$ cat src/rtl/letreiro_pkg.sv
// Shared constants, segment table and FSM state type for the marquee reader.
// The segment table holds the active-low gfedcba patterns of digits 0..5.
package letreiro_pkg;

    localparam int unsigned N_DISP       = 6;
    localparam logic [2:0]  CODE_INVALID = 3'b111;
    localparam logic [2:0]  CODE_LAST    = 3'd5;

    localparam logic [6:0] SEG_TABLE [0:5] = '{
        7'b100_0000,
        7'b111_1001,
        7'b010_0100,
        7'b011_0000,
        7'b001_1001,
        7'b001_0010
    };

    typedef enum logic [1:0] {
        StIdle  = 2'd0,
        StTrack = 2'd1,
        StFault = 2'd2
    } state_e;

    // (c + 1) mod 6 for a valid code
    function automatic logic [2:0] code_succ(input logic [2:0] c);
        return (c == CODE_LAST) ? 3'd0 : c + 3'd1;
    endfunction

    // (c + 5) mod 6 for a valid code
    function automatic logic [2:0] code_pred(input logic [2:0] c);
        return (c == 3'd0) ? CODE_LAST : c - 3'd1;
    endfunction

endpackage

$ cat src/rtl/seg_encoder.sv
// Combinational seven-segment pattern to code converter; unknown patterns give CODE_INVALID.
module seg_encoder
    import letreiro_pkg::*;
(
    input  logic [6:0] pattern_i,
    output logic [2:0] code_o
);

    always_comb begin
        code_o = CODE_INVALID;
        for (int unsigned i = 0; i < 6; i++) begin
            if (pattern_i == SEG_TABLE[i]) begin
                code_o = 3'(i);
            end
        end
    end

endmodule

$ cat src/rtl/leitor_letreiro.sv
// Marquee reader: captures six seven-segment displays on step, then one cycle later
// checks the captured codes against the expected rotation and updates the tracking flags.
module leitor_letreiro
    import letreiro_pkg::*;
(
    input  logic       clk,
    input  logic       rst_n,
    input  logic       step,
    input  logic       clear,
    input  logic [6:0] display1,
    input  logic [6:0] display2,
    input  logic [6:0] display3,
    input  logic [6:0] display4,
    input  logic [6:0] display5,
    input  logic [6:0] display6,
    output logic [2:0] code1,
    output logic [2:0] code2,
    output logic [2:0] code3,
    output logic [2:0] code4,
    output logic [2:0] code5,
    output logic [2:0] code6,
    output logic [2:0] pos,
    output logic       locked,
    output logic       error,
    output logic [7:0] rot_count
);

    logic [6:0] disp_w  [N_DISP];
    logic [2:0] dec_w   [N_DISP];
    logic [2:0] code_q  [N_DISP];
    logic       pending_q;

    state_e     state_q;
    logic [2:0] pos_q;
    logic       locked_q;
    logic       error_q;
    logic [7:0] rot_q;

    logic       consec;
    logic       is_rot;
    logic       is_reload;
    logic [2:0] pos_prev;

    assign disp_w[0] = display1;
    assign disp_w[1] = display2;
    assign disp_w[2] = display3;
    assign disp_w[3] = display4;
    assign disp_w[4] = display5;
    assign disp_w[5] = display6;

    for (genvar g = 0; g < N_DISP; g++) begin : g_enc
        seg_encoder u_enc (
            .pattern_i (disp_w[g]),
            .code_o    (dec_w[g])
        );
    end

    // Capture stage; a step is ignored while a compare is pending or in FAULT.
    always_ff @(posedge clk or negedge rst_n) begin
        if (!rst_n) begin
            for (int unsigned i = 0; i < N_DISP; i++) begin
                code_q[i] <= CODE_INVALID;
            end
            pending_q <= 1'b0;
        end else if (clear) begin
            for (int unsigned i = 0; i < N_DISP; i++) begin
                code_q[i] <= CODE_INVALID;
            end
            pending_q <= 1'b0;
        end else if (pending_q) begin
            pending_q <= 1'b0;
        end else if (step && (state_q != StFault)) begin
            for (int unsigned i = 0; i < N_DISP; i++) begin
                code_q[i] <= dec_w[i];
            end
            pending_q <= 1'b1;
        end
    end

    always_comb begin
        consec = 1'b1;
        for (int unsigned i = 0; i < N_DISP; i++) begin
            if (code_q[i] == CODE_INVALID) begin
                consec = 1'b0;
            end
        end
        for (int unsigned i = 0; i < N_DISP - 1; i++) begin
            if (code_q[i + 1] != code_succ(code_q[i])) begin
                consec = 1'b0;
            end
        end
    end

    assign pos_prev  = code_pred(pos_q);
    assign is_rot    = consec && (code_q[0] == pos_prev);
    assign is_reload = consec && (code_q[0] == 3'd0) && !is_rot;

    // Compare stage: acts only on the cycle after a capture.
    always_ff @(posedge clk or negedge rst_n) begin
        if (!rst_n) begin
            state_q  <= StIdle;
            pos_q    <= 3'd0;
            locked_q <= 1'b0;
            error_q  <= 1'b0;
            rot_q    <= 8'd0;
        end else if (clear) begin
            state_q  <= StIdle;
            pos_q    <= 3'd0;
            locked_q <= 1'b0;
            error_q  <= 1'b0;
            rot_q    <= 8'd0;
        end else if (pending_q) begin
            unique case (state_q)
                StIdle: begin
                    if (consec) begin
                        state_q  <= StTrack;
                        pos_q    <= code_q[0];
                        locked_q <= 1'b1;
                    end
                end
                StTrack: begin
                    if (is_rot) begin
                        pos_q <= pos_prev;
                        // A full revolution ends when the wheel wraps from 0 to 5.
                        if ((pos_q == 3'd0) && (rot_q != 8'hFF)) begin
                            rot_q <= rot_q + 8'd1;
                        end
                    end else if (is_reload) begin
                        pos_q <= 3'd0;
                    end else begin
                        state_q  <= StFault;
                        locked_q <= 1'b0;
                        error_q  <= 1'b1;
                    end
                end
                StFault: begin
                    state_q <= StFault;
                end
                default: begin
                    state_q <= StIdle;
                end
            endcase
        end
    end

    assign code1     = code_q[0];
    assign code2     = code_q[1];
    assign code3     = code_q[2];
    assign code4     = code_q[3];
    assign code5     = code_q[4];
    assign code6     = code_q[5];
    assign pos       = pos_q;
    assign locked    = locked_q;
    assign error     = error_q;
    assign rot_count = rot_q;

endmodule

$ cat config.mk
export PLATFORM = sky130hd
export DESIGN_NAME = leitor_letreiro
export DESIGN_NICKNAME = d
export VERILOG_FILES = /design/src/rtl/letreiro_pkg.sv /design/src/rtl/seg_encoder.sv /design/src/rtl/leitor_letreiro.sv
export SDC_FILE = /design/constraint.sdc
export NUM_CORES = 1
export LEC_CHECK = 0
export ABC_CLOCK_PERIOD_IN_PS = 3400
export CORE_ASPECT_RATIO = 0.6
export CORE_MARGIN = 5
export CORE_UTILIZATION = 26
export CTS_BUF_LIST = sky130_fd_sc_hd__clkbuf_2
export DETAILED_ROUTE_END_ITERATION = 10
export GPL_TIMING_DRIVEN = 1
export PLACE_DENSITY_LB_ADDON = 0.15
export SYNTH_ARGS = -nofsm -noshare
export SYNTH_HDL_FRONTEND = slang
export SYNTH_SLANG_ARGS = --single-unit
$ cat constraint.sdc
create_clock -name clk -period 3.4 [get_ports clk]
set_clock_uncertainty 0.15 [all_clocks]
set_input_delay 0.85 -clock clk [delete_from_list [all_inputs] [get_ports clk]]
set_output_delay 0.85 -clock clk [all_outputs]
set_load 0.05 [all_outputs]
# ---- Word level (Yosys, flattened, before mapping)
# Index checks and enable logic that the tools add are counted.
dict set report totals {
  word_cells 191
  out_inout_bits 31
  regBits 34
}
dict set report op_classes {
  n_mux 87
  n_addsub 7
  reduce_logical 21
  n_eq_ne 64
}
# op n
set ops {}
lappend ops {{$mux 3} 47}
lappend ops {{$eq 7x5->1 const B} 12}
lappend ops {{$eq 7x6->1 const B} 12}
lappend ops {{$eq 7x7->1 const B} 12}
lappend ops {{$mux 18} 3}
lappend ops {{$mux 8} 5}
lappend ops {{$eq 3x3->1 const B} 11}
lappend ops {{$mux 1} 24}
lappend ops {{$reduce_and 4->1} 4}
lappend ops {{$add 3x1->3 const B} 5}
lappend ops {{$ne 3x3->1} 5}
lappend ops {{$mux 2} 5}
lappend ops {{$reduce_bool 2->1} 5}
lappend ops {{$ne 3x3->1 const B} 3}
lappend ops {{$add 8x1->8 const B} 1}
lappend ops {{$ne 2x2->1 const B} 4}
lappend ops {{$ne 8x8->1 const B} 1}
lappend ops {{$logic_not 3->1} 2}
lappend ops {{$pmux 2 s3} 1}
lappend ops {{$pmux 3 s2} 1}
lappend ops {{$logic_and 1x1->1} 5}
lappend ops {{$reduce_and 5->1} 1}
lappend ops {{$ne 4x4->1 const B} 1}
lappend ops {{$eq 3x3->1} 1}
lappend ops {{other kinds (8)} 8}

# ---- Longest topological paths before layout
# Gate-level depths: netlist of run 1.
dict set report depth {
  ltp_word 20
  depth_mapped 11
  depth_no_buf 9
}

# ---- Hierarchy
# A second synthesis of run 1 with hierarchy kept.
dict set report unflattened {
  cells_unflattened 336
  hier_area_um2 3047.9
}
# mod area_per_inst_um2 cells_per_inst seq_area_each_um2 instances
set modules_own_cells {}
lappend modules_own_cells {leitor_letreiro 2334.7 240 873.3 1}
lappend modules_own_cells {seg_encoder 118.9 16 0.0 6}

# ---- Worst setup path before layout of run 1
# Ideal clock, no wire load.
dict set report synth_timing {
  path_kind {register -> register}
  from {reg code_q, in the netlist code3[0]}
  to {reg locked_q, in the netlist locked}
  synth_period_minus_slack_ns 3.192
  arrival_time_ns 2.947
  path_slack_ns 0.208
  setup_ns 0.096
  stages_incl_launch_ff 10
  n_path_buf 0
  t_required_ns 3.154
  cell_sequence {dfstp_2 > and2_1 > ha_1 > a21boi_1 > xor2_1 > o41a_1 > or2_1 > or4_4 > o21a_1 > a311oi_2}
}
dict set report synth_via {
  elab_chain_cells 15
  word_cells_on_any_way 23
}
# element line
set synth_lines {}
lappend synth_lines {{start, declared} leitor_letreiro.sv:30} ;# logic [2:0] code_q [N_DISP];
lappend synth_lines {{start signal, assigned by index} leitor_letreiro.sv:74} ;# code_q[i] <= dec_w[i];
lappend synth_lines {{$eq 3x3->1} leitor_letreiro.sv:83} ;# if (code_q[i] == CODE_INVALID) begin
lappend synth_lines {{$mux 1 (4 in series)} leitor_letreiro.sv:83}
lappend synth_lines {{$mux 1 (2 in series)} leitor_letreiro.sv:88} ;# if (code_q[i + 1] != code_succ(code_q[i])) begin
lappend synth_lines {{$mux 1 * (3 in series)} leitor_letreiro.sv:88}
lappend synth_lines {{$logic_and 1x1->1} leitor_letreiro.sv:95} ;# assign is_rot = consec && (code_q[0] == pos_prev);
lappend synth_lines {{$logic_not 1->1} leitor_letreiro.sv:96} ;# assign is_reload = consec && (code_q[0] == 3'd0) && !is_rot;
lappend synth_lines {{$logic_and 1x1->1} leitor_letreiro.sv:96}
lappend synth_lines {{$ne 3x3->1 (no line)} -}
lappend synth_lines {{$reduce_and 5->1 (no line) *} -}
lappend synth_lines {{end signal, assigned} leitor_letreiro.sv:103} ;# locked_q <= 1'b0;
lappend synth_lines {{end signal, assigned} leitor_letreiro.sv:109} ;# locked_q <= 1'b0;
lappend synth_lines {{end signal, assigned} leitor_letreiro.sv:118} ;# locked_q <= 1'b1;
lappend synth_lines {{end, declared} leitor_letreiro.sv:35} ;# logic locked_q;
# Mark *: on every way between the ends. The rest lies on a longest branch, timed or not.
# A chain may end at the register's enable or synchronous reset.

# ---- Worst setup path after layout of run 1
# Same ends and word-level chain as after synthesis.

==> results.tsv, run 1 <==
stage	metric	value	unit
detailed_routing	firstDrtPassIters	4	
cells_and_area	seq_area	873	um2
clocking	hold_buffers	0	
detailed_routing	wl_per_cell	15.1	um
floorplanning	rows	30	
synth	postSynthNetCount	420	
synth	yosys.area.top_type_share	16.1	%
clocking	cts_sinks	34	
detailed_routing	final_antenna_net_count	0	
cells_and_area	antenna_cells	0	
worst_setup_path	crit_type	flip-flop to flip-flop	
worst_setup_path	worstPathRequired	3600	ps
clocking	clk_latency	420	ps
worst_setup_path	ff2ff_path_depth	9	
clocking	cts_resized	0	
clocking	path_clk_slew	230	ps
synth	synth_cells	364	
worst_setup_path	critPathLaunchType	flip-flop	
timing	finalHoldViolCount	0	
clocking	post_cts_buffers	0	
synth	synth_ff_type	dfstp_2	
cells_and_area	drive_gt1_share	9.77	%
synth	synth_area_leader_cell	dfstp_2	
worst_setup_path	cp_max_fo	9	
power_and_ir_drop	ir_worst_vdd	103	uV
clocking	cts_tree	yes	
detailed_routing	route.vias.total	2994	
placed_design	place_congestion	0.827	
power_and_ir_drop	power.leakage	0.00143	uW
cells_and_area	multi_input_area	0.00195	mm2
synth	netlist_area	0.00293	mm2
outcome	status	finished, final reports clean	
timing	grt_setup_unrepaired	no	
clocking	clock-root-buffer	clkbuf_2	
cells_and_area	postLayoutCoreUtil	35.0	%
timing	relSlewSlack	47.8	%
placed_design	port_buffers	76	
synth	synth-edff-count	0	
flow_run	maxCapViolations	0	
clocking	h-tree-depth	2	
synth	synth_warnings	0	
worst_setup_path	reg2reg_from	code3[0]	
global_routing	grtUsageTotal	13.1	%
timing	drv_slew	0	
global_routing	grt_overflow	0	
floorplanning	die_y	92.2	um
cells_and_area	synthToLayoutAreaGrowth	33.0	%
floorplanning	dieArea	0.0136	mm2
timing	setup_violations	0	
detailed_routing	wirelength	8800	um
detailed_routing	drt_iter0_markers	185	
timing	tns	0	ps
global_routing	grt_max_degree	35	
synth	yosys_register_bits	34	
clocking	cts_buffers	5	
synth	yosys-top-cells-area	dfstp_2, dfrtp_1, nor2_1	
synth	synth-async-reset-ratio	100	%
timing	fin_crit_sh	92.4	%
timing	worst_pin_slew	783	ps
floorplanning	design.core.area	0.0111	mm2
floorplanning	fp.dieW	147	um
floorplanning	ios	77	
cells_and_area	fin_nets	495	
cells_and_area	fillers	1137	
worst_setup_path	r2r_end	locked	
synth	avgSynthCellArea	8.05	um2
power_and_ir_drop	power.density	247	mW/mm2
clocking	clockBufferDepth	2	
worst_setup_path	reg2reg_slack	260	ps
placed_design	detailedPlacementHpwl	6780	um
detailed_routing	drc	0	
detailed_routing	routed_via_density	5.13	
timing	fmax	318	MHz
hold_path	min_path_type	input port to asynchronous set/reset pin	
synth	synthDistinctLibCells	67	
global_routing	grt_antenna_before_repair	0	
floorplanning	initial_core_util	26.3	%
worst_setup_path	worstSetupEndpointType	flip-flop	
timing	min_period	3140	ps
global_routing	grt_pass1_vias	2780	
global_routing	grt_pass1_wl	14600	um
synth	ys_seq_area_share	29.8	%
worst_setup_path	cp.arrival	3340	ps
cell type report:
class	count	share of cell area (%)
Clock buffer	5	0.642
Clock inverter	3	0.417
Inverter	13	1.25
Multi-Input combinational cell	303	50.1
Sequential cell	34	22.4
Tap cell	144	4.62
Timing Repair Buffer	82	20.5
logic make-up after synthesis:
| kind of cell | count (synthesis) | share of synthesized area (%) |
|---|---|---|
| buffers and inverters | 27 | 3.54 |
| muxes | 13 | 4.57 |
| xor gates and xnor gates | 12 | 3.59 |
| and+or+nand+nor | 167 | 32.2 |
| adders and majority gates | 10 | 4.27 |
| AOI/OAI and AO/OA | 101 | 22.1 |
| DFF | 34 | 29.8 |
stage by stage:
stage | total power, uW | area, um2 | hold WS, ps | cells | setup WS (ps)
floorplan | 613 | 2930 | 385 | 364 | 208
global placement | 756 | 3860 | 385 | 576 | 309
detailed placement | 756 | 3860 | 400 | 576 | 255
CTS | 975 | 3900 | 349 | 584 | 231
global route | 1030 | 3900 | 370 | 584 | 77.3
finish | 962 | 3900 | 310 | 584 | 258
sequential cells by signal, indices dropped and copies added, names as in the netlist:
signal / flops
code2: 3
error: 1
pending_q: 1
code6: 3
rot_count: 8
code5: 3
locked: 1
code3: 3
state_q: 2
code1: 3
pos: 3
code4: 3
how the worst max path moves through the flow:
stage,from,endpoint,cells after the start
6_report,code3[0],locked,9
3_5_place_dp,code3[0],locked,9
4_1_cts,code3[0],locked,9
3_3_place_gp,code3[0],pos[0],9
2_1_floorplan,code3[0],locked,9
5_1_grt,code3[0],pos[0],9
cells in the mapped netlist, types with 3 or more instances:
cell / count
a211oi_1: 3
a21oi_1: 25
a31oi_1: 13
and2_1: 6
and3_1: 6
clkbuf_1: 12
dfrtp_1: 16
dfstp_2: 18
ha_1: 10
inv_1: 13
mux2i_1: 10
nand2_1: 23
nand2b_1: 12
nand3_1: 11
nand3b_1: 4
nand4_1: 7
nand4b_1: 3
nor2_1: 40
nor2b_1: 7
nor3_1: 14
nor3b_1: 6
nor4b_1: 3
o21ai_0: 25
o21bai_1: 3
o22ai_1: 5
o31ai_1: 3
or3_1: 5
xnor2_1: 3
xor2_1: 9
layout by cell type (no fill, tap or decap), types with 10 or more instances in the layout:
cell type	n
o21ai_0	25
dfstp_2	18
dfrtp_1	16
a21oi_1	25
nand2b_1	12
clkdlybuf4s50_1	75
nor2_1	40
nand3_1	11
nor3_1	14
a31oi_1	13
inv_1	13
nand2_1	23
ha_1	10
mux2i_1	10
metal layers:
layer	share of wire, %	up-vias	GRT usage (%)
met5	0	-	0
met4	0.85	0	3.02
met2	36	77	17.1
li1	-	1518	-
met3	6.2	7	3.41
met1	57	1392	20.8
power by group:
group	total [uW]	internal, uW	switching (uW)	leakage, uW
Sequential	453	426	27.8	0.000407
Clock	211	46.9	164	0.0000264
Combinational	297	133	164	0.00100
worst max-delay path: stages, from the launching register on:
cell	delay [ps]
dfstp_2	650
and2_1	150
ha_1	240
a21boi_1	140
xor2_1	140
o41a_1	430
or2_1	270
or4_4	540
o21a_1	130
a311oi_2	260
Power figures use the tool's default switching activity.
==> run 2: changes to the inputs <==
--- a/config.mk
+++ b/config.mk
@@ -9,9 +9,10 @@
 export CORE_ASPECT_RATIO = 0.6
 export CORE_MARGIN = 5
 export CORE_UTILIZATION = 26
-export CTS_BUF_LIST = sky130_fd_sc_hd__clkbuf_2
+export CTS_BUF_LIST = sky130_fd_sc_hd__clkbuf_8
 export DETAILED_ROUTE_END_ITERATION = 10
 export GPL_TIMING_DRIVEN = 1
+export HOLD_SLACK_MARGIN = 0.08
 export PLACE_DENSITY_LB_ADDON = 0.15
 export SYNTH_ARGS = -nofsm -noshare
 export SYNTH_HDL_FRONTEND = slang
==> run 2 against run 1 <==
  * Count of clock-buffer cells in the layout grew 1
  * First-iteration DRC count grew 1.1%
  * Fmax shrank 0.34%
  * Cell count is the same
  * Routed wire length shrank 0.22%
  * Critical path type unchanged
  * Largest cell class unchanged
  * Highest routed layer unchanged
==> results.tsv, run 2 (synthesis gave the netlist of run 1 again) <==
stage	metric	value	unit	change
worst_setup_path	worstSetupEndpointType	flip-flop		unchanged
cells_and_area	antenna_cells	0		unchanged
detailed_routing	drc	0		unchanged
clocking	cts_sinks	34		unchanged
placed_design	port_buffers	76		unchanged
timing	fmax	317	MHz	was 318 MHz
clocking	clockBufferDepth	2		unchanged
placed_design	detailedPlacementHpwl	6780	um	unchanged
global_routing	grt_antenna_before_repair	0		unchanged
detailed_routing	route.vias.total	2971		was 2994
global_routing	grtUsageTotal	13.2	%	was 13.1%
outcome	status	finished, final reports clean		unchanged
power_and_ir_drop	power.density	273	mW/mm2	was 247 mW/mm2
cells_and_area	largest_register_ffs	8		unchanged
timing	worst_pin_slew	778	ps	was 783 ps
cells_and_area	fin_cells	584		unchanged
worst_setup_path	critPathTopFamily	simple AND/OR/NAND/NOR gates		unchanged
cells_and_area	fillers	1133		was 1137
detailed_routing	drt_iter0_markers	187		was 185
timing	setup_violations	0		unchanged
floorplanning	initial_core_util	26.3	%	unchanged
worst_setup_path	critPathLaunchType	flip-flop		unchanged
power_and_ir_drop	ir_worst_vdd	128	uV	was 103 uV
worst_setup_path	crit_path_top_delay_cell	dfstp_2		unchanged
global_routing	grt_pass1_wl	14700	um	was 14600 um
timing	relSlewSlack	48.1	%	was 47.8%
worst_setup_path	critPathCapture	locked		unchanged
global_routing	grt_pass1_vias	2782		was 2780
worst_setup_path	reg2reg_from	code3[0]		unchanged
detailed_routing	wl_per_cell	15.0	um	was 15.1 um
floorplanning	rows	30		unchanged
worst_setup_path	reg2reg_slack	250	ps	was 260 ps
timing	drv_slew	0		unchanged
floorplanning	fp.dieW	147	um	unchanged
clocking	h-tree-depth	2		unchanged
timing	tns	0	ps	unchanged
placed_design	place_congestion	0.827		unchanged
global_routing	grt_overflow	0		unchanged
global_routing	grt_max_degree	35		unchanged
detailed_routing	final_antenna_net_count	0		unchanged
cells_and_area	fin_nets	495		unchanged
clocking	cts_tree	yes		unchanged
timing	finalHoldViolCount	0		unchanged
clocking	clk_latency	290	ps	was 420 ps
floorplanning	die_y	92.2	um	unchanged
worst_setup_path	cp_slowest_stage_delay	610	ps	was 650 ps
floorplanning	dieArea	0.0136	mm2	unchanged
cells_and_area	drive_gt1_share	10.0	%	was 9.77%
worst_setup_path	path_cells	and2_1, ha_1, a21boi_1, xor2_1, o41a_1, or2_1, or4_4, o21a_1, a311oi_2		unchanged
clocking	post_cts_buffers	0		unchanged
worst_setup_path	ff2ff_path_depth	9		unchanged
detailed_routing	firstDrtPassIters	4		unchanged
timing	fin_crit_sh	92.7	%	was 92.4%
clocking	clock-root-buffer	clkbuf_8		was clkbuf_2
clocking	cts_buffers	5		unchanged
hold_path	min_path_type	flip-flop to flip-flop		was input port to asynchronous set/reset pin
cells_and_area	synthToLayoutAreaGrowth	34.8	%	was 33.0%
timing	min_period	3150	ps	was 3140 ps
cells_and_area	final_cell_mix	clkdlybuf4s50_1, nor2_1, a21oi_1, o21ai_0, nand2_1		unchanged
worst_setup_path	crit_type	flip-flop to flip-flop		unchanged
power_and_ir_drop	power.leakage	0.00146	uW	was 0.00143 uW
cells_and_area	final_common_cell	clkdlybuf4s50_1		unchanged
cells_and_area	seq_area	873	um2	unchanged
worst_setup_path	cp.arrival	3200	ps	was 3340 ps
cells_and_area	multi_input_area	0.00195	mm2	unchanged
clocking	path_clk_slew	80	ps	was 230 ps
floorplanning	design.core.area	0.0111	mm2	unchanged
clocking	hold_buffers	0		unchanged
floorplanning	ios	77		unchanged
worst_setup_path	path_buf_inv	0		unchanged
worst_setup_path	worstSetupStartpoint	code3[0]		unchanged
worst_setup_path	cp_num_cells	9		unchanged
detailed_routing	wirelength	8780	um	was 8800 um
worst_setup_path	r2r_end	locked		unchanged
worst_setup_path	worstPathRequired	3450	ps	was 3600 ps
worst_setup_path	cp_max_fo	9		unchanged
clocking	cts_resized	0		unchanged
timing	grt_setup_unrepaired	no		unchanged
flow_run	maxCapViolations	0		unchanged
placed_design	placed_cells	576		unchanged
detailed_routing	routed_via_density	5.09		was 5.13
run 2: layer usage:
layer	vias up	GRT usage [%]	share of wire, %
met5	-	0	0
met1	1367	20.5	56
met2	79	17.5	36
li1	1518	-	-
met3	7	3.70	6.9
met4	0	2.79	0.88
run 2: worst min path at each step:
stage | start | endpoint | slack, ps | cells past startpoint
finish | error | error | 400 | 2
CTS | error | error | 420 | 2
detailed placement | error | error | 400 | 2
global placement | error | error | 390 | 2
global route | error | error | 450 | 2
floorplan | state_q[1] | state_q[1] | 390 | 2
run 2: layout make-up:
type	count	share of cell area, %
Multi-Input combinational cell	303	49.4
Clock buffer	6	2.09
Clock inverter	2	0.317
Timing Repair Buffer	82	20.3
Tap cell	144	4.56
Sequential cell	34	22.1
Inverter	13	1.23
run 2: worst reg2reg max path, stage by stage (launching register included):
cell,delay (ps)
dfstp_2,610
and2_1,150
ha_1,240
a21boi_1,140
xor2_1,140
o41a_1,430
or2_1,270
or4_4,540
o21a_1,130
a311oi_2,260
run 2: metrics by stage:
stage | utilization [%] | total power, uW | area (um2) | worst slack [ps] | hold slack [ps]
floorplan | - | 613 | 2930 | 208 | 385
global placement | 34.6 | 756 | 3860 | 309 | 385
detailed placement | 34.6 | 756 | 3860 | 255 | 400
CTS | 35.4 | 1100 | 3950 | 238 | 419
global route | 35.4 | 1150 | 3950 | 72.7 | 453
finish | 35.4 | 1080 | 3950 | 247 | 402
run 2: power breakdown:
group | leakage (uW) | switching, uW | internal, uW
sequential | 0.000407 | 27.7 | 425
clock | 0.0000472 | 166 | 163
combinational | 0.00100 | 164 | 133
total | 0.00146 | 358 | 721
==> run 3: changes to the inputs <==
--- a/config.mk
+++ b/config.mk
@@ -6,13 +6,14 @@
 export NUM_CORES = 1
 export LEC_CHECK = 0
 export ABC_CLOCK_PERIOD_IN_PS = 3400
+export CAP_MARGIN = 0
 export CORE_ASPECT_RATIO = 0.6
 export CORE_MARGIN = 5
 export CORE_UTILIZATION = 26
 export CTS_BUF_LIST = sky130_fd_sc_hd__clkbuf_8
 export DETAILED_ROUTE_END_ITERATION = 10
 export GPL_TIMING_DRIVEN = 1
-export HOLD_SLACK_MARGIN = 0.08
+export MAX_ROUTING_LAYER = met4
 export PLACE_DENSITY_LB_ADDON = 0.15
 export SYNTH_ARGS = -nofsm -noshare
 export SYNTH_HDL_FRONTEND = slang
==> run 3 against run 2 <==
  * Sequential share of layout area unchanged
  * Largest power group unchanged
  * Final area is the same
  * Non-clock buffer count stayed put
  * Clock power hardly changed
  * Sequential cell count unchanged
  * Critical endpoint unchanged
  * Combinational power is essentially flat
  * Sequential power about the same
==> results.tsv, run 3 (synthesis gave the netlist of run 1 again) <==
stage	metric	value	unit	change
outcome	status	finished, final reports clean		unchanged
hold_path	min_path_type	flip-flop to flip-flop		unchanged
cells_and_area	largest_register_ffs	8		unchanged
timing	relSlewSlack	48.0	%	was 48.1%
placed_design	detailedPlacementHpwl	6780	um	unchanged
timing	setup_violations	0		unchanged
timing	tns	0	ps	unchanged
placed_design	port_buffers	76		unchanged
cells_and_area	final_cell_mix	clkdlybuf4s50_1, nor2_1, a21oi_1, o21ai_0, nand2_1		unchanged
power_and_ir_drop	power.leakage	0.00146	uW	unchanged
power_and_ir_drop	ir_worst_vdd	128	uV	about the same
worst_setup_path	worstPathRequired	3450	ps	about the same
timing	fmax	317	MHz	about the same
detailed_routing	drt_iter0_markers	176		was 187
clocking	clk_latency	290	ps	about the same
hold_path	hold_path_depth	2		unchanged
global_routing	grt_pass1_vias	2788		was 2782
worst_setup_path	reg2reg_from	code3[0]		unchanged
timing	grt_setup_unrepaired	no		unchanged
clocking	h-tree-depth	2		unchanged
floorplanning	rows	30		unchanged
timing	worst_pin_slew	780	ps	was 778 ps
worst_setup_path	crit_type	flip-flop to flip-flop		unchanged
floorplanning	dieArea	0.0136	mm2	unchanged
floorplanning	initial_core_util	26.3	%	unchanged
clocking	post_cts_buffers	0		unchanged
clocking	cts_resized	0		unchanged
worst_setup_path	cp_slowest_stage_delay	610	ps	about the same
worst_setup_path	r2r_end	locked		unchanged
global_routing	grt_pass1_wl	14700	um	about the same
detailed_routing	drc	0		unchanged
cells_and_area	final_common_cell	clkdlybuf4s50_1		unchanged
hold_path	worst_hold_startpoint	error		unchanged
global_routing	grt_overflow	0		unchanged
floorplanning	design.core.area	0.0111	mm2	unchanged
timing	drv_slew	0		unchanged
cells_and_area	fin_nets	495		unchanged
cells_and_area	antenna_cells	0		unchanged
power_and_ir_drop	power	1080	uW	about the same
clocking	cts_sinks	34		unchanged
worst_setup_path	critPathLaunchType	flip-flop		unchanged
detailed_routing	wl_per_cell	15.1	um	was 15.0 um
timing	finalHoldViolCount	0		unchanged
cells_and_area	drive_gt1_share	10.0	%	unchanged
placed_design	place_ws	255	ps	unchanged
global_routing	grt_max_degree	35		unchanged
hold_path	min_to	error		unchanged
detailed_routing	firstDrtPassIters	4		unchanged
global_routing	grtUsageTotal	13.5	%	was 13.2%
clocking	clockBufferDepth	2		unchanged
placed_design	place_congestion	0.839		was 0.827
timing	min_period	3150	ps	about the same
worst_setup_path	cp_max_fo	9		unchanged
worst_setup_path	crit_path_top_delay_cell	dfstp_2		unchanged
timing	setup_ws	245	ps	was 247 ps
worst_setup_path	worstSetupEndpointType	flip-flop		unchanged
global_routing	grt_antenna_before_repair	0		unchanged
clocking	clock-root-buffer	clkbuf_8		unchanged
flow_run	maxCapViolations	0		unchanged
detailed_routing	route.vias.total	2968		was 2971
floorplanning	die_y	92.2	um	unchanged
cells_and_area	postLayoutCoreUtil	35.4	%	unchanged
clocking	path_clk_slew	80	ps	about the same
power_and_ir_drop	power.density	273	mW/mm2	about the same
detailed_routing	routed_via_density	5.08		was 5.09
detailed_routing	final_antenna_net_count	0		unchanged
clocking	cts_buffers	5		unchanged
worst_setup_path	path_cells	and2_1, ha_1, a21boi_1, xor2_1, o41a_1, or2_1, or4_4, o21a_1, a311oi_2		unchanged
floorplanning	fp.dieW	147	um	unchanged
timing	fin_crit_sh	92.8	%	was 92.7%
worst_setup_path	reg2reg_slack	250	ps	about the same
floorplanning	ios	77		unchanged
worst_setup_path	ff2ff_path_depth	9		unchanged
clocking	cts_tree	yes		unchanged
cells_and_area	synthToLayoutAreaGrowth	34.8	%	unchanged
detailed_routing	wirelength	8790	um	was 8780 um
clocking	hold_buffers	0		unchanged
worst_setup_path	cp.arrival	3200	ps	about the same
[run 3: cell counts in the layout (fill, tap and decap cells not counted)]
Identical to the previous run, type by type.
[run 3: routing by layer]
layer,vias to the layer above,GRT usage (%),wire [um],part of all wire [%]
li1,1519,-,-,-
met4,0,2.79,68,0.77
met3,7,2.96,473,5.4
met1,1371,21.0,5030,57
met5,-,-,0,0
met2,71,17.5,3220,37
[run 3: cell type report]
class,count,area (um2)
clock inverters,2,12.5
clock buffers,6,82.6
inverters,13,48.8
fillers,1133,7200
repair buffers,82,801
multi-input cells,303,1950
well taps,144,180
flip-flops and latches,34,873
[run 3: worst max path at each step]
stage                     endpoint  cells after the start      from
after floorplan             locked                      9  code3[0]
after global placement      pos[0]                      9  code3[0]
after CTS                   locked                      9  code3[0]
after detailed placement    locked                      9  code3[0]
after global routing        pos[0]                      9  code3[0]
final                       locked                      9  code3[0]
[run 3: stage by stage]
step | cell area, um2 | instances | hold WS [ps]
floorplan | 2930 | 364 | 385
global placement | 3860 | 576 | 385
detailed placement | 3860 | 576 | 400
CTS | 3950 | 584 | 419
global route | 3950 | 584 | 453
finish | 3950 | 584 | 401
[run 3: where the power goes]
part | switching (uW) | leakage (uW) | internal, uW
sequential | 27.8 | 0.000407 | 425
clock | 166 | 0.0000472 | 163
combinational | 164 | 0.00100 | 133
total | 358 | 0.00146 | 721
[run 3: worst max-delay path: cells and delay by family (launching register included)]
family                   cells  cell delay [ps]
adder cells (fa/ha/maj)      1              240
AND/OR/NAND/NOR              3              960
XOR/XNOR                     1              140
flip-flops                   1              610
AO/OA/AOI/OAI                4              970
